`config.mk`:
```
export PLATFORM = sky130hd
export DESIGN_NAME = ifm_window_buffer
export DESIGN_NICKNAME = d
export VERILOG_FILES = /design/src/rtl/cnn_pkg.sv /design/src/rtl/line_buffer.sv /design/src/rtl/ifm_window_buffer.sv
export SDC_FILE = /design/constraint.sdc
export NUM_CORES = 1
export LEC_CHECK = 0
export ABC_AREA = 1
export CAP_MARGIN = 10
export CORE_AREA = 2 2 287 289
export CTS_CLUSTER_SIZE = 8
export DETAILED_ROUTE_END_ITERATION = 10
export DIE_AREA = 0 0 289 291
export HOLD_SLACK_MARGIN = 0.15
export PLACE_DENSITY = 0.52
export SLEW_MARGIN = 20
export SYNTH_ARGS = -nofsm -noshare
export SYNTH_HDL_FRONTEND = slang
export SYNTH_SLANG_ARGS = --single-unit
```
`constraint.sdc`:
```
create_clock -name clk -period 3.82 [get_ports clk]
set_clock_uncertainty 0.1 [all_clocks]
set_input_delay 1.146 -clock clk [delete_from_list [all_inputs] [get_ports clk]]
set_output_delay 1.146 -clock clk [all_outputs]
set_load 0.005 [all_outputs]
```
`src/rtl/cnn_pkg.sv`:
```
// Shared types and constants for the CNN input-feature-map datapath.
// The window side is fixed at 3, so one window feeds a 9-element PE array.
package cnn_pkg;

  localparam int INPUT_WIDTH = 8;
  localparam int K           = 3;
  localparam int PE_ARR_SIZE = K * K;

  typedef logic signed [INPUT_WIDTH-1:0] pixel_t;
  typedef pixel_t window_t [PE_ARR_SIZE];

  typedef enum logic [1:0] {
    ST_IDLE,
    ST_STREAM,
    ST_FLUSH
  } wb_state_e;

endpackage

```
`src/rtl/line_buffer.sv`:
```
// One image row of pixel storage with a combinational read port.
// A write at the same index as the read returns the old word, so the caller sees the previous row.
module line_buffer #(
  parameter int DEPTH = 32,
  parameter int WIDTH = 8,
  parameter int AW    = (DEPTH > 1) ? $clog2(DEPTH) : 1
) (
  input  logic             clk,
  input  logic             i_we,
  input  logic [AW-1:0]    i_addr,
  input  logic [WIDTH-1:0] i_wr_data,
  output logic [WIDTH-1:0] o_rd_data
);

  logic [WIDTH-1:0] r_mem [DEPTH];

  assign o_rd_data = r_mem[i_addr];

  // NOTE: storage is deliberately left out of reset; a row only reaches a
  // valid window after it has been rewritten in the current frame.
  always_ff @(posedge clk) begin
    if (i_we) begin
      r_mem[i_addr] <= i_wr_data;
    end
  end

endmodule

```
`src/rtl/ifm_window_buffer.sv`:
```
// Turns a raster-order pixel stream into 3x3 sliding windows (valid convolution,
// stride 1) with a valid/ready handshake on both sides.
module ifm_window_buffer
  import cnn_pkg::*;
#(
  parameter int INPUT_WIDTH = cnn_pkg::INPUT_WIDTH,
  parameter int IMG_W       = 32,
  parameter int IMG_H       = 32,
  parameter int K           = cnn_pkg::K
) (
  input  logic                          clk,
  input  logic                          rst_n,
  input  logic                          start,
  input  logic                          pix_valid,
  input  logic signed [INPUT_WIDTH-1:0] pix_in,
  output logic                          pix_ready,
  input  logic                          win_ready,
  output logic                          win_valid,
  output logic signed [INPUT_WIDTH-1:0] win_out [K*K],
  output logic                          frame_done
);

  localparam int CW = (IMG_W > 1) ? $clog2(IMG_W) : 1;
  localparam int RW = (IMG_H > 1) ? $clog2(IMG_H) : 1;
  localparam logic [CW-1:0] COL_LAST  = CW'(IMG_W - 1);
  localparam logic [RW-1:0] ROW_LAST  = RW'(IMG_H - 1);
  localparam logic [CW-1:0] COL_FIRST = CW'(K - 1);
  localparam logic [RW-1:0] ROW_FIRST = RW'(K - 1);

  wb_state_e                     r_state;
  logic [CW-1:0]                 r_col;
  logic [RW-1:0]                 r_row;
  logic signed [INPUT_WIDTH-1:0] r_win [K*K];
  logic                          r_win_valid;
  logic                          r_frame_done;

  logic                          w_accept;
  logic                          w_qualify;
  logic                          w_last_pix;
  logic [INPUT_WIDTH-1:0]        w_line1_rd;
  logic [INPUT_WIDTH-1:0]        w_line2_rd;
  logic signed [INPUT_WIDTH-1:0] w_new_col [K];

  // Ready must see win_ready in the same cycle so a handoff and a new
  // acceptance can share one edge, giving one window per cycle.
  assign pix_ready  = (r_state == ST_STREAM) && (!r_win_valid || win_ready);
  assign w_accept   = pix_valid && pix_ready;
  assign w_qualify  = (r_row >= ROW_FIRST) && (r_col >= COL_FIRST);
  assign w_last_pix = (r_row == ROW_LAST) && (r_col == COL_LAST);

  // line1 holds row r-1; its old word moves into line2, which holds row r-2.
  line_buffer #(
    .DEPTH (IMG_W),
    .WIDTH (INPUT_WIDTH),
    .AW    (CW)
  ) u_line1 (
    .clk       (clk),
    .i_we      (w_accept),
    .i_addr    (r_col),
    .i_wr_data (pix_in),
    .o_rd_data (w_line1_rd)
  );

  line_buffer #(
    .DEPTH (IMG_W),
    .WIDTH (INPUT_WIDTH),
    .AW    (CW)
  ) u_line2 (
    .clk       (clk),
    .i_we      (w_accept),
    .i_addr    (r_col),
    .i_wr_data (w_line1_rd),
    .o_rd_data (w_line2_rd)
  );

  assign w_new_col[K-3] = w_line2_rd;
  assign w_new_col[K-2] = w_line1_rd;
  assign w_new_col[K-1] = pix_in;

  assign win_valid  = r_win_valid;
  assign frame_done = r_frame_done;
  assign win_out    = r_win;

  // NOTE: every register here is written with <= so all of them update from
  // the same pre-edge values, regardless of statement order.
  always_ff @(posedge clk) begin
    if (!rst_n) begin
      r_state      <= ST_IDLE;
      r_col        <= '0;
      r_row        <= '0;
      r_win_valid  <= 1'b0;
      r_frame_done <= 1'b0;
      for (int i = 0; i < K*K; i++) begin
        r_win[i] <= '0;
      end
    end else begin
      r_frame_done <= 1'b0;
      case (r_state)
        ST_IDLE: begin
          if (start) begin
            r_state     <= ST_STREAM;
            r_col       <= '0;
            r_row       <= '0;
            r_win_valid <= 1'b0;
            for (int i = 0; i < K*K; i++) begin
              r_win[i] <= '0;
            end
          end
        end

        ST_STREAM: begin
          if (w_accept) begin
            for (int rr = 0; rr < K; rr++) begin
              for (int cc = 0; cc < K-1; cc++) begin
                r_win[rr*K + cc] <= r_win[rr*K + cc + 1];
              end
              r_win[rr*K + K - 1] <= w_new_col[rr];
            end

            if (r_col == COL_LAST) begin
              r_col <= '0;
              r_row <= (r_row == ROW_LAST) ? '0 : r_row + 1'b1;
            end else begin
              r_col <= r_col + 1'b1;
            end

            // Columns 0..K-2 of a row leave valid low, so the previous
            // row's tail in the shift register is never presented.
            r_win_valid  <= w_qualify;
            r_frame_done <= w_last_pix;
            if (w_last_pix) begin
              r_state <= ST_FLUSH;
            end
          end else if (win_ready) begin
            r_win_valid <= 1'b0;
          end
        end

        ST_FLUSH: begin
          if (!r_win_valid || win_ready) begin
            r_win_valid <= 1'b0;
            r_state     <= ST_IDLE;
          end
        end

        default: begin
          r_state     <= ST_IDLE;
          r_win_valid <= 1'b0;
        end
      endcase
    end
  end

endmodule

```
# [After elaboration in Yosys (flattened, before gate mapping)]
# Memories as Yosys holds them, arrays and structs flattened. A register that Yosys moved wholly into a read port is not among the register bits.
# Index checks and enable logic that the tools add are counted.
[totals] regBits=86 ramBits=512 input_bits=13 out_inout_bits=75 n_memories=2
[mem_list] name="u_line1.r_mem" words=32 word_bits=8 read_ports=1 rd_clocked_by_memory_dff=1 write_ports=1 line="line_buffer.sv:15" text="logic [WIDTH-1:0] r_mem [DEPTH];"
[mem_list] name="u_line2.r_mem" words=32 word_bits=8 read_ports=1 rd_clocked_by_memory_dff=1 write_ports=1 line="line_buffer.sv:15"
[classes] addsub=2 order_cmp=2 eq_ne=10 n_mux=27 reduce_logical=13
[op_table] cell="72-bit two-way mux" n=2
[op_table] cell="72-bit one-hot mux with 2 select lines" n=1
[op_table] cell="5-bit two-way mux" n=10
[op_table] cell="5-bit one-hot mux with 2 select lines" n=2
[op_table] cell="5-bit by 1-bit adder with 5-bit output (second input constant)" n=2
[op_table] cell="5-bit equality test (second input constant)" n=2
[op_table] cell="5-bit by 2-bit greater-or-equal comparator with 1-bit output (second input constant)" n=2
[op_table] cell="3-bit AND reduction" n=3
[op_table] cell="2-bit two-way mux" n=4
[op_table] cell="4-bit AND reduction" n=2
[op_table] cell="1-bit two-way mux" n=6
[op_table] cell="2-bit inequality test (second input constant)" n=3
[op_table] cell="2-bit one-hot mux with 3 select lines" n=1
[op_table] cell="1-bit logical AND" n=4
[op_table] cell="2-bit by 1-bit inequality test with 1-bit output (second input constant)" n=2
[op_table] cell="3-bit by 2-bit inequality test with 1-bit output (second input constant)" n=1
[op_table] cell="1-bit one-hot mux with 3 select lines" n=1
[op_table] cell="2-bit by 1-bit equality test with 1-bit output (second input constant)" n=1
[op_table] cell="2-bit equality test (second input constant)" n=1
[op_table] cell="2-bit zero test" n=1
[op_table] cell="2-bit nonzero test" n=1
[op_table] cell="1-bit zero test" n=1
[op_table] cell="1-bit logical OR" n=1

# [Longest topological paths before layout]
[logic_depth] ltp_word=8 depth_mapped=13 mapped_depth_nobuf=11

# [Hierarchy]
# Synthesis repeated with hierarchy kept, for this count alone.
[unflattened] hier_cells=2567 hier_area_um2=25102.8
[by_module_without_submodules] mod="line_buffer" instances=2 cells_each=1055 area_per_inst_um2=10827.9 seq_area_each_um2=7687.4
[by_module_without_submodules] mod="ifm_window_buffer" instances=1 cells_each=457 area_per_inst_um2=3447.1 seq_area_each_um2=1721.7

# [Worst setup path after synthesis]
# No wires, ideal clock.
[synth_path] path_type="input -> register" from="input port win_ready" to="memory u_line1.r_mem[10][0], enable pin" arrival_time_ps=2602 setup_slack_ps=729 cell_stages=9 path_buffers=1 cell_sequence="inv_1 nand2_1 inv_1 nor2_4 nand2_4 inv_1 buf_2 nand2_1 nor2_1"
[synth_via] elab_chain_cells=5
[synth_rtl] item="start: declaration" line="ifm_window_buffer.sv:17" text="input logic win_ready,"
[synth_rtl] item="1-bit logical OR" line="ifm_window_buffer.sv:46" text="assign pix_ready = (r_state == ST_STREAM) && (!r_win_valid || win_ready);"
[synth_rtl] item="1-bit logical AND" line="ifm_window_buffer.sv:46"
[synth_rtl] item="via pix_ready" line="ifm_window_buffer.sv:16" text="output logic pix_ready,"
[synth_rtl] item="1-bit logical AND" line="ifm_window_buffer.sv:47" text="assign w_accept = pix_valid && pix_ready;"
[synth_rtl] item="1-bit two-way mux" line="line_buffer.sv:22" text="if (i_we) begin"
[synth_rtl] item="1-bit two-way mux (implied by the code)" line="line_buffer.sv:23" text="r_mem[i_addr] <= i_wr_data;"
[synth_rtl] item="end: declaration" line="line_buffer.sv:15"
# The timed path passes the listed nets, and every way through them passes these cells.

# [Worst setup path after layout]
[layout_path] from="input port win_ready" to="output port pix_ready"
[layout_via] elab_chain_cells=2
[layout_rtl] item="1-bit logical OR" line="ifm_window_buffer.sv:46"
[layout_rtl] item="1-bit logical AND" line="ifm_window_buffer.sv:46"
[layout_rtl] item="end: declaration" line="ifm_window_buffer.sv:16"
# Every way passes these cells.

==> impl_metrics.env <==
export IMPL_status="completed"
export IMPL_root_buffer="clkbuf_16"
export IMPL_p_leak_nw=10.3
export IMPL_netlist_top_cells_count="685 x nand2_1, 512 x edfxtp_1, 433 x nand3_1, 100 x nor2_1, 91 x dfxtp_1"
export IMPL_syn2layout_area_growth_pct=19.5
export IMPL_cts_made_buffers=85
export IMPL_nFillCells=8076
export IMPL_async_flop_share_pct=0
export IMPL_synth_edf_count=512
export IMPL_seq_area_frac_synth_pct=71.1
export IMPL_slew_headroom_pct=47.4
export IMPL_rows=105
export IMPL_fin_area_sq_um=28900
export IMPL_io_pins=88
export IMPL_nets=2320
export IMPL_yosys_warnings=0
export IMPL_max_freq_mhz=275
export IMPL_grtUsageTotal_pct=16.3
export IMPL_ant_nets=0
export IMPL_start_util_pct=29.8
export IMPL_syn_area_sq_um=24200
export IMPL_drt_iter0_markers=1525
export IMPL_cts_sinks=603
export IMPL_holdBufCountCts=0
export IMPL_firstDrtPassIters=5
export IMPL_yosysMostFrequentCell="nand2_1"
export IMPL_syn_area_per_cell_sq_um=11.2
export IMPL_critPathCaptureType="output port"
export IMPL_peakVddDrop_mv=0.406
export IMPL_clk_pin_slew_ns=0.05
export IMPL_die_h_microns=291
export IMPL_dp_cells=3282
export IMPL_fin_setup_tns_ns=0
export IMPL_finalNonFillerCells=3397
export IMPL_htree_levels=3
export IMPL_path_class="in2out"
export IMPL_slew_violations=0
export IMPL_yosys_area_top_type="edfxtp_1"
export IMPL_cts_repair_resized=0
export IMPL_setup_violations=0
export IMPL_power_density_nw_per_um2=577
export IMPL_synth_cell_types=28
export IMPL_worst_setup_path_start_kind="primary input"
export IMPL_coreArea_sq_um=81200
export IMPL_postCtsSetupBuffers=0
export IMPL_worst_pin_slew_ns=0.788
export IMPL_fp_dieW_microns=289
export IMPL_synthDominantCellAreaShare_pct=63.6
export IMPL_total_power_mw=16.7
export IMPL_syn_inst=2158
export IMPL_finalCritPeriodShare_pct=95.3
export IMPL_r2r_setup_slack_ns=0.85
export IMPL_syn_num_nets=2179
export IMPL_grt_pass1_wl_microns=103000
export IMPL_drt_wl_total_microns=68900
export IMPL_grt_max_degree=97
export IMPL_required_ns=2.57
export IMPL_yosys_top_cells_area="edfxtp_1 64%, nand2_1 11%, nand3_1 9.0%"
export IMPL_post_dp_cell_area_sq_um=26600
export IMPL_dieArea_sq_um=84100
export IMPL_insertion_delay_ns=0.62
export IMPL_hp_class="reg2reg"
export IMPL_vias_per_cell=4.88
export IMPL_antenna_found_initial=0
export IMPL_overflow=0
export IMPL_holdWs_ns=0.386
export IMPL_path_max_fanout=2
export IMPL_cts_tree="built"
export IMPL_hold_violations=0
export IMPL_cts_buffer_depth=3
export IMPL_vias=16566
export IMPL_maxCapViolCount=0
export IMPL_numPortBuffers=87
export IMPL_diodes=0
export IMPL_drive_gt1_share_pct=9.15
export IMPL_synth_seq_cells=603
export IMPL_drc=0
export IMPL_finalCriticalPeriod_ns=3.64
export IMPL_grt_pass1_vias=16316
export IMPL_critPathArrivalTime_ns=2.40
export IMPL_synth_flop_cell="edfxtp_1"
export IMPL_place_gp_congestion=0.870
export IMPL_grt_setup_unrepaired="no"
export IMPL_routedWlPerCell_microns=20.3
export IMPL_hpwl_microns=41900
## cell type report
type / instances / area (sq um) / share of cell area (%)
sequential: 603 / 17200 / 59.5
multi-input combinational: 1393 / 6130 / 21.2
clock buffer: 107 / 2210 / 7.65
timing repair buffer: 191 / 1780 / 6.17
tap: 1070 / 1340 / 4.63
clock inverter: 8 / 135 / 0.468
inverter: 25 / 101 / 0.351
## cells in the final DEF (no fill, tap or decap), types with 11 or more instances in the layout
master / n
nor2_1: 100
clkbuf_16: 85
inv_1: 18
nand2_1: 685
clkbuf_1: 22
a21oi_1: 79
edfxtp_1: 512
buf_12: 11
buf_4: 93
clkdlybuf4s50_1: 86
nand3_1: 433
o21ai_0: 60
dfxtp_1: 88
## worst max-delay path, stage by stage
cell and delay (ns):
clkdlybuf4s50_1 0.47, inv_1 0.04, nand2_1 0.05, inv_1 0.07, nor2_4 0.12, clkdlybuf4s50_1 0.51
## sequential cells by signal, summed over array words and instances, names as in the netlist, named ones only
name	flops
u_line1.r_mem	256
u_line2.r_mem	256
win_out	72
r_col	5
r_row	5
r_state	2
frame_done	1
win_valid	1
## cell families (layout without fill, tap and decap cells)
| kind of cell | after synthesis | in the layout | synth area share (%) |
|---|---|---|---|
| AOI/OAI and AO/OA | 152 | 152 | 3.32 |
| adders and majority gates | 8 | 8 | 0.414 |
| buffers and inverters | 162 | 331 | 3.53 |
| DFF | 603 | 603 | 71.1 |
| and+or+nand+nor | 1233 | 1233 | 21.6 |
## worst paths after layout
path / start / endpoint / depth (start not counted)
hold / removal: r_row[4] / r_row[4] / 2
setup / recovery: win_ready / pix_ready / 6
setup reg to reg: register / u_line2.r_mem[7][7] / 10
hold reg to reg: r_row[4] / r_row[4] / 2
## stage by stage
| step | utilization [%] | worst slack [ns] |
|---|---|---|
| floorplan | - | 0.729 |
| CTS | 35.6 | 0.173 |
| global route | 35.6 | 0.133 |
| finish | 35.6 | 0.179 |
| detailed placement | 32.7 | 0.182 |
| global placement | 32.7 | 0.101 |
## power by group
part / switching [mW] / internal, mW / total (mW)
clock network: 2.66 / 4.08 / 6.74
registers: 0.111 / 7.50 / 7.61
logic: 1.64 / 0.704 / 2.34
## layer usage
metal  GRT usage, %  share of wire (%)
met2           25.3                 46
met1           22.6                 45
met4           6.45                3.1
met3           2.58                5.7
met5              0                  0
No activity file was read; power rests on OpenSTA's default activity.
